[src/rtl/dmem_pkg.sv]
// Shared types for the data-memory arbiter: default widths, owner state, request bundle.
package dmem_pkg;
  localparam int DMEM_ADDR_W = 8;
  localparam int DMEM_DATA_W = 8;

  typedef enum logic [1:0] {OWN_IDLE, OWN_CPU, OWN_EXT} owner_e;

  typedef struct packed {
    logic                   we;
    logic [DMEM_ADDR_W-1:0] addr;
    logic [DMEM_DATA_W-1:0] wdata;
  } req_t;
endpackage

[src/rtl/dmem_arbiter_rd_capture.sv]
// Per-requester read-return register: captures memory data on a read grant, flags it for one cycle.
module dmem_rd_capture #(
  parameter int DATA_W = 8
) (
  input  logic              clk,
  input  logic              reset,
  input  logic              cap_en,
  input  logic [DATA_W-1:0] d,
  output logic              rvalid,
  output logic [DATA_W-1:0] rdata
);
  logic              rvalid_q;
  logic [DATA_W-1:0] rdata_q;

  always_ff @(posedge clk or posedge reset) begin
    if (reset) begin
      rvalid_q <= 1'b0;
      rdata_q  <= '0;
    end else begin
      rvalid_q <= cap_en;
      if (cap_en) rdata_q <= d;
    end
  end

  assign rvalid = rvalid_q;
  assign rdata  = rdata_q;
endmodule

[src/rtl/dmem_arbiter.sv]
// Arbitrates the single-port data memory between the CPU and an external requester.
// Optional atomic EXT bursts when DMEM_ARB_LOCK_EN is defined (adds ext_lock input).
module dmem_arbiter
  import dmem_pkg::*;
#(
  parameter int ADDR_W   = DMEM_ADDR_W,
  parameter int DATA_W   = DMEM_DATA_W,
  parameter int MAX_HOLD = 4
) (
  input  logic              clk,
  input  logic              reset,
  input  logic              cpu_req,
  input  logic              cpu_we,
  input  logic [ADDR_W-1:0] cpu_addr,
  input  logic [DATA_W-1:0] cpu_wdata,
  output logic              cpu_gnt,
  output logic              cpu_rvalid,
  output logic [DATA_W-1:0] cpu_rdata,
  input  logic              ext_req,
  input  logic              ext_we,
  input  logic [ADDR_W-1:0] ext_addr,
  input  logic [DATA_W-1:0] ext_wdata,
`ifdef DMEM_ARB_LOCK_EN
  input  logic              ext_lock,
`endif
  output logic              ext_gnt,
  output logic              ext_rvalid,
  output logic [DATA_W-1:0] ext_rdata,
  output logic [ADDR_W-1:0] mem_addr,
  output logic [DATA_W-1:0] mem_wdata,
  output logic              mem_we,
  input  logic [DATA_W-1:0] mem_rdata,
  output logic              stall
);
  owner_e     state_q, state_d;
  logic [3:0] hold_q, hold_d;
  logic       hold_full, lock_act, ext_wins;
  req_t       cpu_r, ext_r, sel;

  assign cpu_r     = '{we: cpu_we, addr: cpu_addr, wdata: cpu_wdata};
  assign ext_r     = '{we: ext_we, addr: ext_addr, wdata: ext_wdata};
  assign hold_full = (hold_q == 4'(MAX_HOLD));

`ifdef DMEM_ARB_LOCK_EN
  logic lock_q;
  // Lock only survives while EXT still owns the port and keeps both req and lock high.
  assign lock_act = lock_q & (state_q == OWN_EXT) & ext_req & ext_lock;
  always_ff @(posedge clk or posedge reset) begin
    if (reset) lock_q <= 1'b0;
    else       lock_q <= ext_gnt & ext_lock;
  end
`else
  logic state_unused;
  assign lock_act     = 1'b0;
  assign state_unused = ^state_q;
`endif

  always_comb begin
    state_d  = OWN_IDLE;
    hold_d   = hold_q;
    sel      = '0;
    ext_wins = ext_req & (~cpu_req | hold_full | lock_act);
    cpu_gnt  = cpu_req & ~ext_wins & ~reset;
    ext_gnt  = ext_req & ext_wins & ~reset;
    if (cpu_gnt) begin
      state_d = OWN_CPU;
      sel     = cpu_r;
      hold_d  = ext_req ? (hold_full ? hold_q : hold_q + 4'd1) : 4'd0;
    end else if (ext_gnt) begin
      state_d = OWN_EXT;
      sel     = ext_r;
      hold_d  = 4'd0;
    end
  end

  always_ff @(posedge clk or posedge reset) begin
    if (reset) begin
      state_q <= OWN_IDLE;
      hold_q  <= 4'd0;
    end else begin
      state_q <= state_d;
      hold_q  <= hold_d;
    end
  end

  assign mem_addr  = sel.addr;
  assign mem_wdata = sel.wdata;
  assign mem_we    = sel.we;
  assign stall     = cpu_req & ~cpu_gnt & ~reset;

  dmem_rd_capture #(.DATA_W(DATA_W)) u_cpu_rd (
    .clk    (clk),
    .reset  (reset),
    .cap_en (cpu_gnt & ~cpu_we),
    .d      (mem_rdata),
    .rvalid (cpu_rvalid),
    .rdata  (cpu_rdata)
  );

  dmem_rd_capture #(.DATA_W(DATA_W)) u_ext_rd (
    .clk    (clk),
    .reset  (reset),
    .cap_en (ext_gnt & ~ext_we),
    .d      (mem_rdata),
    .rvalid (ext_rvalid),
    .rdata  (ext_rdata)
  );
endmodule
[config.mk]
export PLATFORM = sky130hd
export DESIGN_NAME = dmem_arbiter
export DESIGN_NICKNAME = d
export VERILOG_FILES = /design/src/rtl/dmem_pkg.sv /design/src/rtl/dmem_arbiter_rd_capture.sv /design/src/rtl/dmem_arbiter.sv
export SDC_FILE = /design/constraint.sdc
export NUM_CORES = 1
export LEC_CHECK = 0
export CORE_MARGIN = 4
export CORE_UTILIZATION = 38
export CTS_CLUSTER_SIZE = 24
export DETAILED_ROUTE_END_ITERATION = 10
export GPL_TIMING_DRIVEN = 0
export PLACE_DENSITY = 0.89
export RECOVER_POWER = 50
export REMOVE_ABC_BUFFERS = 1
export SLEW_MARGIN = 5
export SYNTH_ARGS = -nofsm -noshare
export SYNTH_HDL_FRONTEND = slang
export SYNTH_HIERARCHICAL = 1
export SYNTH_SLANG_ARGS = --single-unit
[constraint.sdc]
create_clock -name clk -period 3.6 [get_ports clk]
set_input_delay 0.72 -clock clk [delete_from_list [all_inputs] [get_ports clk]]
set_output_delay 0.72 -clock clk [all_outputs]
set_load 0.03 [all_outputs]
Yosys cells after proc, flatten, opt, wreduce, memory -nomap -nowiden

Cells that the tools add are included.

Register bits: 22
Input bits: 46
Word-level logic and storage cells: 32

Add/subtract/negate cells: 1
Equality and inequality tests: 2
Mux-type cells: 6
Bitwise logic cells: 16
Reduce and logical (&&, ||, !) cells: 2

Operators with widths:

| operator              | number |
|---|---|
| $mux W17              | 2 |
| $mux W4               | 4 |
| $and A1 B1 Y1         | 9 |
| $not A1 Y1            | 6 |
| $add A4 B1 Y4 const B | 1 |
| $eq A4 B3 Y1 const B  | 1 |
| $ne A3 B3 Y1 const B  | 1 |
| $reduce_and A2 Y1     | 1 |
| $reduce_bool A2 Y1    | 1 |
| $or A1 B1 Y1          | 1 |

Depth between registers and ports, before layout

Gate-level depths: netlist (run 1).

Word-level depth: 9
Mapped depth: 8
Depth with buffers taken out: 6

Hierarchy

The synthesis (run 1) kept the hierarchy.

By module, submodules not included:

| module          | instances | cells each | area each (µm²) | sequential area each (µm²) |
|---|---|---|---|---|
| dmem_rd_capture | 2         | 19         | 360.3           | 225.2 |
| dmem_arbiter    | 1         | 54         | 500.5           | 100.1 |

Worst setup path before layout (run 1)

No wires, ideal clock.

Kind: input to output
From: input reset
To: output mem_addr[0]
Data arrival time: 1.700 ns
Slack: 1.180 ns
Stages on the path: 4
Cell sequence: and2b_1 -> a21boi_4 -> buf_6 -> a22o_1

RTL lines:

| element       | RTL line           | RTL |
|---|---|---|
| from (decl)   | dmem_arbiter.sv:11 | `input logic reset,` |
| $not A1 Y1    | dmem_arbiter.sv:63 | `cpu_gnt = cpu_req & ~ext_wins & ~reset;` |
| $and A1 B1 Y1 | dmem_arbiter.sv:63 |  |
| via cpu_gnt   | dmem_arbiter.sv:16 | `output logic cpu_gnt,` |
| $mux W17      | dmem_arbiter.sv:65 | `if (cpu_gnt) begin` |
| to (decl)     | dmem_arbiter.sv:29 | `output logic [ADDR_W-1:0] mem_addr,` |

The timed path passes the listed nets, and every way through them passes these cells.

Final worst setup path (run 1)

From: input reset
To: output mem_addr[7]

Word-level cells in the longest chain between the ends: 4

Ends and longest elaborated chain:

| element       | RTL line                               | RTL |
|---|---|---|
| $not A1 Y1 *  | dmem_arbiter.sv:63, dmem_arbiter.sv:64 |  |
| $and A1 B1 Y1 | dmem_arbiter.sv:64                     | `ext_gnt = ext_req & ext_wins & ~reset;` |
| $mux W17      | dmem_arbiter.sv:69                     | `end else if (ext_gnt) begin` |
| $mux W17 *    | dmem_arbiter.sv:65                     |  |

Every way passes the cells marked *; elsewhere a longest branch is shown, timed or not.

==> results of run 1 <==
## final timing paths
kind                                               start                             to  slack, ns
max in group asynchronous                          reset  u_ext_rd/rdata[2]$_DFFE_PP0P_       2.36
setup / recovery                                   reset                    mem_addr[7]       0.11
hold / removal             u_cpu_rd/rdata[5]$_DFFE_PP0P_  u_cpu_rd/rdata[5]$_DFFE_PP0P_       0.52
min in group asynchronous                          reset          hold_q[3]$_DFFE_PP0P_       0.82
setup reg to reg                   hold_q[0]$_DFFE_PP0P_  u_cpu_rd/rdata[1]$_DFFE_PP0P_       1.38
hold reg to reg            u_cpu_rd/rdata[5]$_DFFE_PP0P_  u_cpu_rd/rdata[5]$_DFFE_PP0P_       0.52
## sequential cells by signal (all words and copies together) (netlist names)
| register | flops |
|---|---|
| hold_q | 4 |
| u_cpu_rd/rdata | 8 |
| u_ext_rd/rdata | 8 |
| u_cpu_rd/rvalid | 1 |
| u_ext_rd/rvalid | 1 |
## synth_stat cells (2+ instances only)
| cell | n | area [um2] |
|---|---|---|
| o21ai_0 | 2 | 10.01 |
| dfrtp_1 | 22 | 550.5 |
| and2b_1 | 3 | 22.52 |
| buf_6 | 4 | 45.04 |
| nand2_1 | 5 | 18.77 |
| nand3_1 | 2 | 10.01 |
| ha_1 | 2 | 25.02 |
| a22o_1 | 17 | 148.9 |
| inv_1 | 6 | 22.52 |
| mux2_4 | 16 | 240.2 |
## kinds of logic (layout without fill, tap and decap cells)
family,Yosys count,count (layout),synth area share
AOI/OAI and AO/OA,24,24,0.1752
adders and majority gates,2,2,0.02049
buffers and inverters,10,94,0.05532
DFF,22,22,0.4508
muxes,17,17,0.2049
and+or+nand+nor,17,17,0.09325
## stage by stage
step / util / cell area [um2] / hold WS, ns / power, W
3_5_place_dp: 0.6754 / 2062 / 0.4924 / 0.0006825
3_3_place_gp: 0.6754 / 2062 / 0.4919 / 0.0006742
6_report: 0.6959 / 2125 / 0.5159 / 0.0007717
2_1_floorplan: - / 1176 / 0.4855 / 0.0005081
4_1_cts: 0.6893 / 2105 / 0.5239 / 0.0007902
5_1_grt: 0.6959 / 2125 / 0.5420 / 0.0008088
## area by class of cell
| cell class | count | area [um2] |
|---|---|---|
| multi-input combinational | 60 | 603.1 |
| inverter | 6 | 22.52 |
| clock buffer | 3 | 22.52 |
| sequential | 22 | 550.5 |
| timing repair buffer | 85 | 870.8 |
| fill | 224 | 928.4 |
| tap | 44 | 55.05 |
## power by group
| part | internal, W | switching [W] | total (W) |
|---|---|---|---|
| sequential | 0.000287 | 0.0000248 | 0.000312 |
| combinational | 0.000183 | 0.000173 | 0.000356 |
| clock | 0.0000389 | 0.0000648 | 0.000104 |
## layer usage
| metal | global-route usage | part of all wire |
|---|---|---|
| met1 | 0.1697 | 0.36 |
| met2 | 0.3389 | 0.54 |
| met3 | 0.04679 | 0.093 |
| met4 | 0.07388 | 0.016 |
| met5 | 0 | 0 |
## worst max-delay path, cell delays in order
cell and delay (ns):
clkdlybuf4s50_1 0.56, and2b_1 0.30, a21boi_4 0.20, buf_12 0.16, a22o_1 0.14, clkdlybuf4s50_1 0.69
## timing repair
| action | 4_1_cts | 5_1_grt |
|---|---|---|
| resized for setup | 0 | 0 |
| hold buffers | 0 | 0 |
| cloned | 0 | 0 |
| buffers inserted | 1 | 1 |
| pin swaps | 0 | 0 |
| setup endpoints to repair | 17 | 17 |
==> results.json, run 1 <==
{
  "synthCells": 92,
  "relSlewSlack": 0.6253,
  "required_ns": 2.88,
  "layout_common_cells": "68 x clkdlybuf4s50_1, 22 x dfrtp_1, 17 x a22o_1",
  "p_per_area_nw_per_um2": 363.2,
  "min_period_over_period": 0.9690,
  "syn_area_per_cell_um2": 13.27,
  "placedCellCount": 215,
  "drv_cap": 0,
  "place_congestion": 0.6983,
  "via_per_inst": 4.968,
  "grt-ovfl-total": 0,
  "fin_cells": 220,
  "setup_ws_ns": 0.1117,
  "status": "completed",
  "tns_ns": 0,
  "rows": 20,
  "ys_types": 23,
  "whs_path_depth": 1,
  "dieArea_um2": 4185,
  "ys_async_sr_fraction": 1.000,
  "io_buffers": 83,
  "setup_viol": 0,
  "syn_to_final_growth_pct": 73.98,
  "synth_edf_count": 0,
  "htreeDepth": 1,
  "hold_viol_final": 0,
  "clk_path_buf_depth": 2,
  "p_leak_nw": 0.9324,
  "fmax_mhz": 286.7,
  "die_h_um": 64.69,
  "crit_path_end_kind": "output port",
  "tightest_slew_ns": 0.5621,
  "diodes": 0,
  "hold_class": "reg -> reg",
  "grt_max_degree": 20,
  "ir_drop_mv": 0.1286,
  "track_usage": 0.1741,
  "dpl.hpwl_um": 2870,
  "yosysWarnings": 6,
  "drc": 0,
  "initial_utilization": 0.4000,
  "synth_area_um2": 1221,
  "ff2ff_path_depth": 7,
  "cts.clk_slew.worst_paths_ns": 0.11,
  "final_common_cell": "clkdlybuf4s50_1",
  "drive_above_1_share": 0.1420,
  "cp.arrival_ns": 2.77,
  "antenna_found_initial": 0,
  "finalWirelength_um": 3548,
  "dp_worst_setup_slack_ns": -0.04572,
  "cts_tree": "built",
  "core_area_um2": 3053,
  "postRouteAntennaNets": 0,
  "crit_path_start_kind": "input pin",
  "nets": 226,
  "rsz0062_at_grt": "false",
  "clk_latency_ns": 0.29,
  "grt_pass1_vias": 1208,
  "seq_area_frac_synth": 0.4508,
  "ios": 84,
  "cts_root_buf": "clkbuf_4",
  "cts.sinks": 22,
  "drv_slew": 0,
  "crit_type": "in -> out",
  "dr_total_vias": 1093,
  "ys_ff_latch": 22,
  "finalClockSkew_ns": 0.001952,
  "fp.dieW_um": 64.69,
  "wl_per_cell_um": 16.13,
  "cts_buffers": 3,
  "first_pass_iters": 4,
  "synth_flop_cell": "dfrtp_1",
  "crit_fanout": 19,
  "layout_min_cycle_time_ns": 3.488,
  "first_iter_violations": 22,
  "grt_pass1_wl_um": 5526
}
Note: power is estimated with default switching activity, not from simulation.
==> run 2: changes to the inputs <==
--- a/config.mk
+++ b/config.mk
@@ -5,7 +5,7 @@
 export SDC_FILE = /design/constraint.sdc
 export NUM_CORES = 1
 export LEC_CHECK = 0
-export CORE_MARGIN = 4
+export CORE_MARGIN = 2
 export CORE_UTILIZATION = 38
 export CTS_CLUSTER_SIZE = 24
 export DETAILED_ROUTE_END_ITERATION = 10
==> run 2 against run 1 <==
Against the previous run: worst setup slack got worse by 0.034 ns; cell area up 1.4%; sequential power is essentially flat; total power is 11% higher; via count rose by 1.9%; critical path depth stayed put; non-clock buffer count stayed put; die area decreased by 12%; combinational power about the same; first-iteration DRC count decreased by 23%; sequential share of layout area is 0.36 points lower; critical endpoint is now mem_addr[1]; largest cell class unchanged; highest routed layer unchanged.
==> results.json, run 2 (same netlist as run 1, synthesis figures left out) <==
{
  "whs_path_depth": 1,
  "syn_to_final_growth_pct": 76.43,
  "htreeDepth": 1,
  "power_frac_seq": 0.364,
  "reg2reg_setup_slack_ns": 1.35,
  "drc": 0,
  "relSlewSlack": 0.6181,
  "min_to": "u_cpu_rd/rdata[5]$_DFFE_PP0P_",
  "antenna_found_initial": 0,
  "cts_root_buf": "clkbuf_4",
  "place_congestion": 0.7989,
  "diodes": 0,
  "cts_tree": "built",
  "final_util": 0.7057,
  "core_area_um2": 3053,
  "final_common_cell": "clkdlybuf4s50_1",
  "r2r_end": "u_cpu_rd/rdata[2]$_DFFE_PP0P_",
  "first_pass_iters": 4,
  "power_w": 0.0008555,
  "wl_per_cell_um": 16.06,
  "nets": 226,
  "dieArea_um2": 3683,
  "swShare": 0.3185,
  "crit_slowest_cell": "clkdlybuf4s50_1",
  "cts_buffers": 3,
  "setup_viol": 0,
  "clk_path_buf_depth": 2,
  "postCtsHoldBufs": 0,
  "cts.sinks": 22,
  "cp_cell_sequence": "clkdlybuf4s50_1 > and2b_1 > a21boi_4 > buf_12 > a22o_1 > clkdlybuf4s50_1",
  "placedCellCount": 215,
  "rows": 20,
  "via_per_inst": 5.041,
  "intPower_w": 0.0005830,
  "postRouteAntennaNets": 0,
  "rsz0062_at_grt": "false",
  "dr_total_vias": 1114,
  "required_ns": 2.88,
  "drv_cap": 0,
  "io_buffers": 83,
  "clk_latency_ns": 0.31,
  "min_from": "u_cpu_rd/rdata[5]$_DFFE_PP0P_",
  "crit_path_end_kind": "output port",
  "ir_drop_mv": 0.1728,
  "finalClockSkew_ns": 0.002904,
  "p_comb_frac": 0.418,
  "p_switching_w": 0.0002725,
  "hold_viol_final": 0,
  "fin_cells": 221,
  "first_iter_violations": 17,
  "layout_min_cycle_time_ns": 3.523,
  "dpl.hpwl_um": 2804,
  "cts.clk_slew.worst_paths_ns": 0.12,
  "cp_common_cell": "clkdlybuf4s50_1",
  "cp.arrival_ns": 2.80,
  "track_usage": 0.2085,
  "pwr-share-clk": 0.218,
  "finalWirelength_um": 3550,
  "fp.dieW_um": 60.69,
  "die_h_um": 60.69,
  "grt_max_degree": 20,
  "crit_path_start_kind": "input pin",
  "status": "completed",
  "initial_utilization": 0.4000,
  "p_per_area_nw_per_um2": 397.1,
  "ff2ff_path_depth": 7,
  "ios": 84,
  "timing.rr.start": "hold_q[0]$_DFFE_PP0P_",
  "min_period_over_period": 0.9785,
  "layout_common_cells": "68 x clkdlybuf4s50_1, 22 x dfrtp_1, 17 x a22o_1",
  "crit_fanout": 19,
  "path_delay_family": "buffers and inverters",
  "critPathMaxStageDelay_ns": 0.68,
  "p_leak_nw": 0.9465,
  "grt_pass1_vias": 1232,
  "drv_slew": 0,
  "hold_class": "reg -> reg",
  "tightest_slew_ns": 0.5728,
  "drive_above_1_share": 0.1469,
  "path_buf_inv": 3,
  "crit_type": "in -> out",
  "grt-ovfl-total": 0,
  "grt_pass1_wl_um": 5457,
  "fmax_mhz": 283.9,
  "nFillCells": 251
}
run 2: cell types whose count changed in the layout (fill, tap and decap cells not counted):
cell       before  now
bufinv_16       0    1
run 2: metal layers:
layer | track usage | vias up | part of all wire
li1 | - | 509 | -
met1 | 0.2102 | 520 | 0.34
met4 | 0.09627 | 0 | 0.026
met2 | 0.4009 | 75 | 0.54
met3 | 0.04691 | 10 | 0.088
met5 | 0 | - | 0
run 2: worst reg2reg max path, delay by kind of cell, from the launching register on:
family | cells | cell delay [ns]
AOI/OAI and AO/OA | 1 | 0.17
adders and majority gates | 1 | 0.25
buffers and inverters | 2 | 0.22
DFF | 1 | 0.45
muxes | 1 | 0.35
and+or+nand+nor | 2 | 0.71
run 2: final cells by class:
cell class	instances	area, um2	area share
timing repair buffer	85	870.8	0.4042
multi-input combinational	60	603.1	0.2799
tap	44	55.05	0.02555
sequential	22	550.5	0.2555
clock inverter	1	30.03	0.01394
inverter	6	22.52	0.01045
clock buffer	3	22.52	0.01045
run 2: power groups by stage:
stage,Clock [W],Combinational (W),Sequential (W)
after floorplan,0,0.000117,0.000391
after global placement,0,0.000359,0.000315
after detailed placement,0,0.000365,0.000317
after CTS,0.000193,0.000371,0.000313
after global routing,0.000200,0.000376,0.000317
final,0.000187,0.000358,0.000311
run 2: what timing repair did:
item	CTS	global route
gates resized for setup	0	0
setup endpoints to repair	17	0
buffers inserted	2	0
run 2: stage by stage:
step	hold slack, ns	setup slack (ns)	instance area [um2]	setup TNS [ns]
detailed placement	0.4916	-0.1054	2062	-1.092
CTS	0.5265	0.06540	2155	0
finish	0.5178	0.07728	2155	0
floorplan	0.4855	1.089	1176	0
global placement	0.4918	0.0009299	2062	0
global route	0.5337	0.03956	2155	0
run 2: worst max path at each step:
| stage | from | to | slack [ns] | cells after the start |
|---|---|---|---|---|
| final | reset | mem_addr[1] | 0.08 | 6 |
| after floorplan | reset | mem_addr[0] | 1.09 | 3 |
| after global placement | reset | mem_addr[1] | 0.0009 | 5 |
| after detailed placement | reset | mem_addr[1] | -0.11 | 5 |
| after global routing | reset | mem_wdata[5] | 0.04 | 6 |
| after CTS | reset | mem_addr[1] | 0.07 | 6 |
==> run 3: changes to the inputs <==
--- a/config.mk
+++ b/config.mk
@@ -18,3 +18,4 @@
 export SYNTH_HDL_FRONTEND = slang
 export SYNTH_HIERARCHICAL = 1
 export SYNTH_SLANG_ARGS = --single-unit
+export TNS_END_PERCENT = 10
==> results of run 3 <==
Final layout, timing and power as in run 2 (identical DEF).
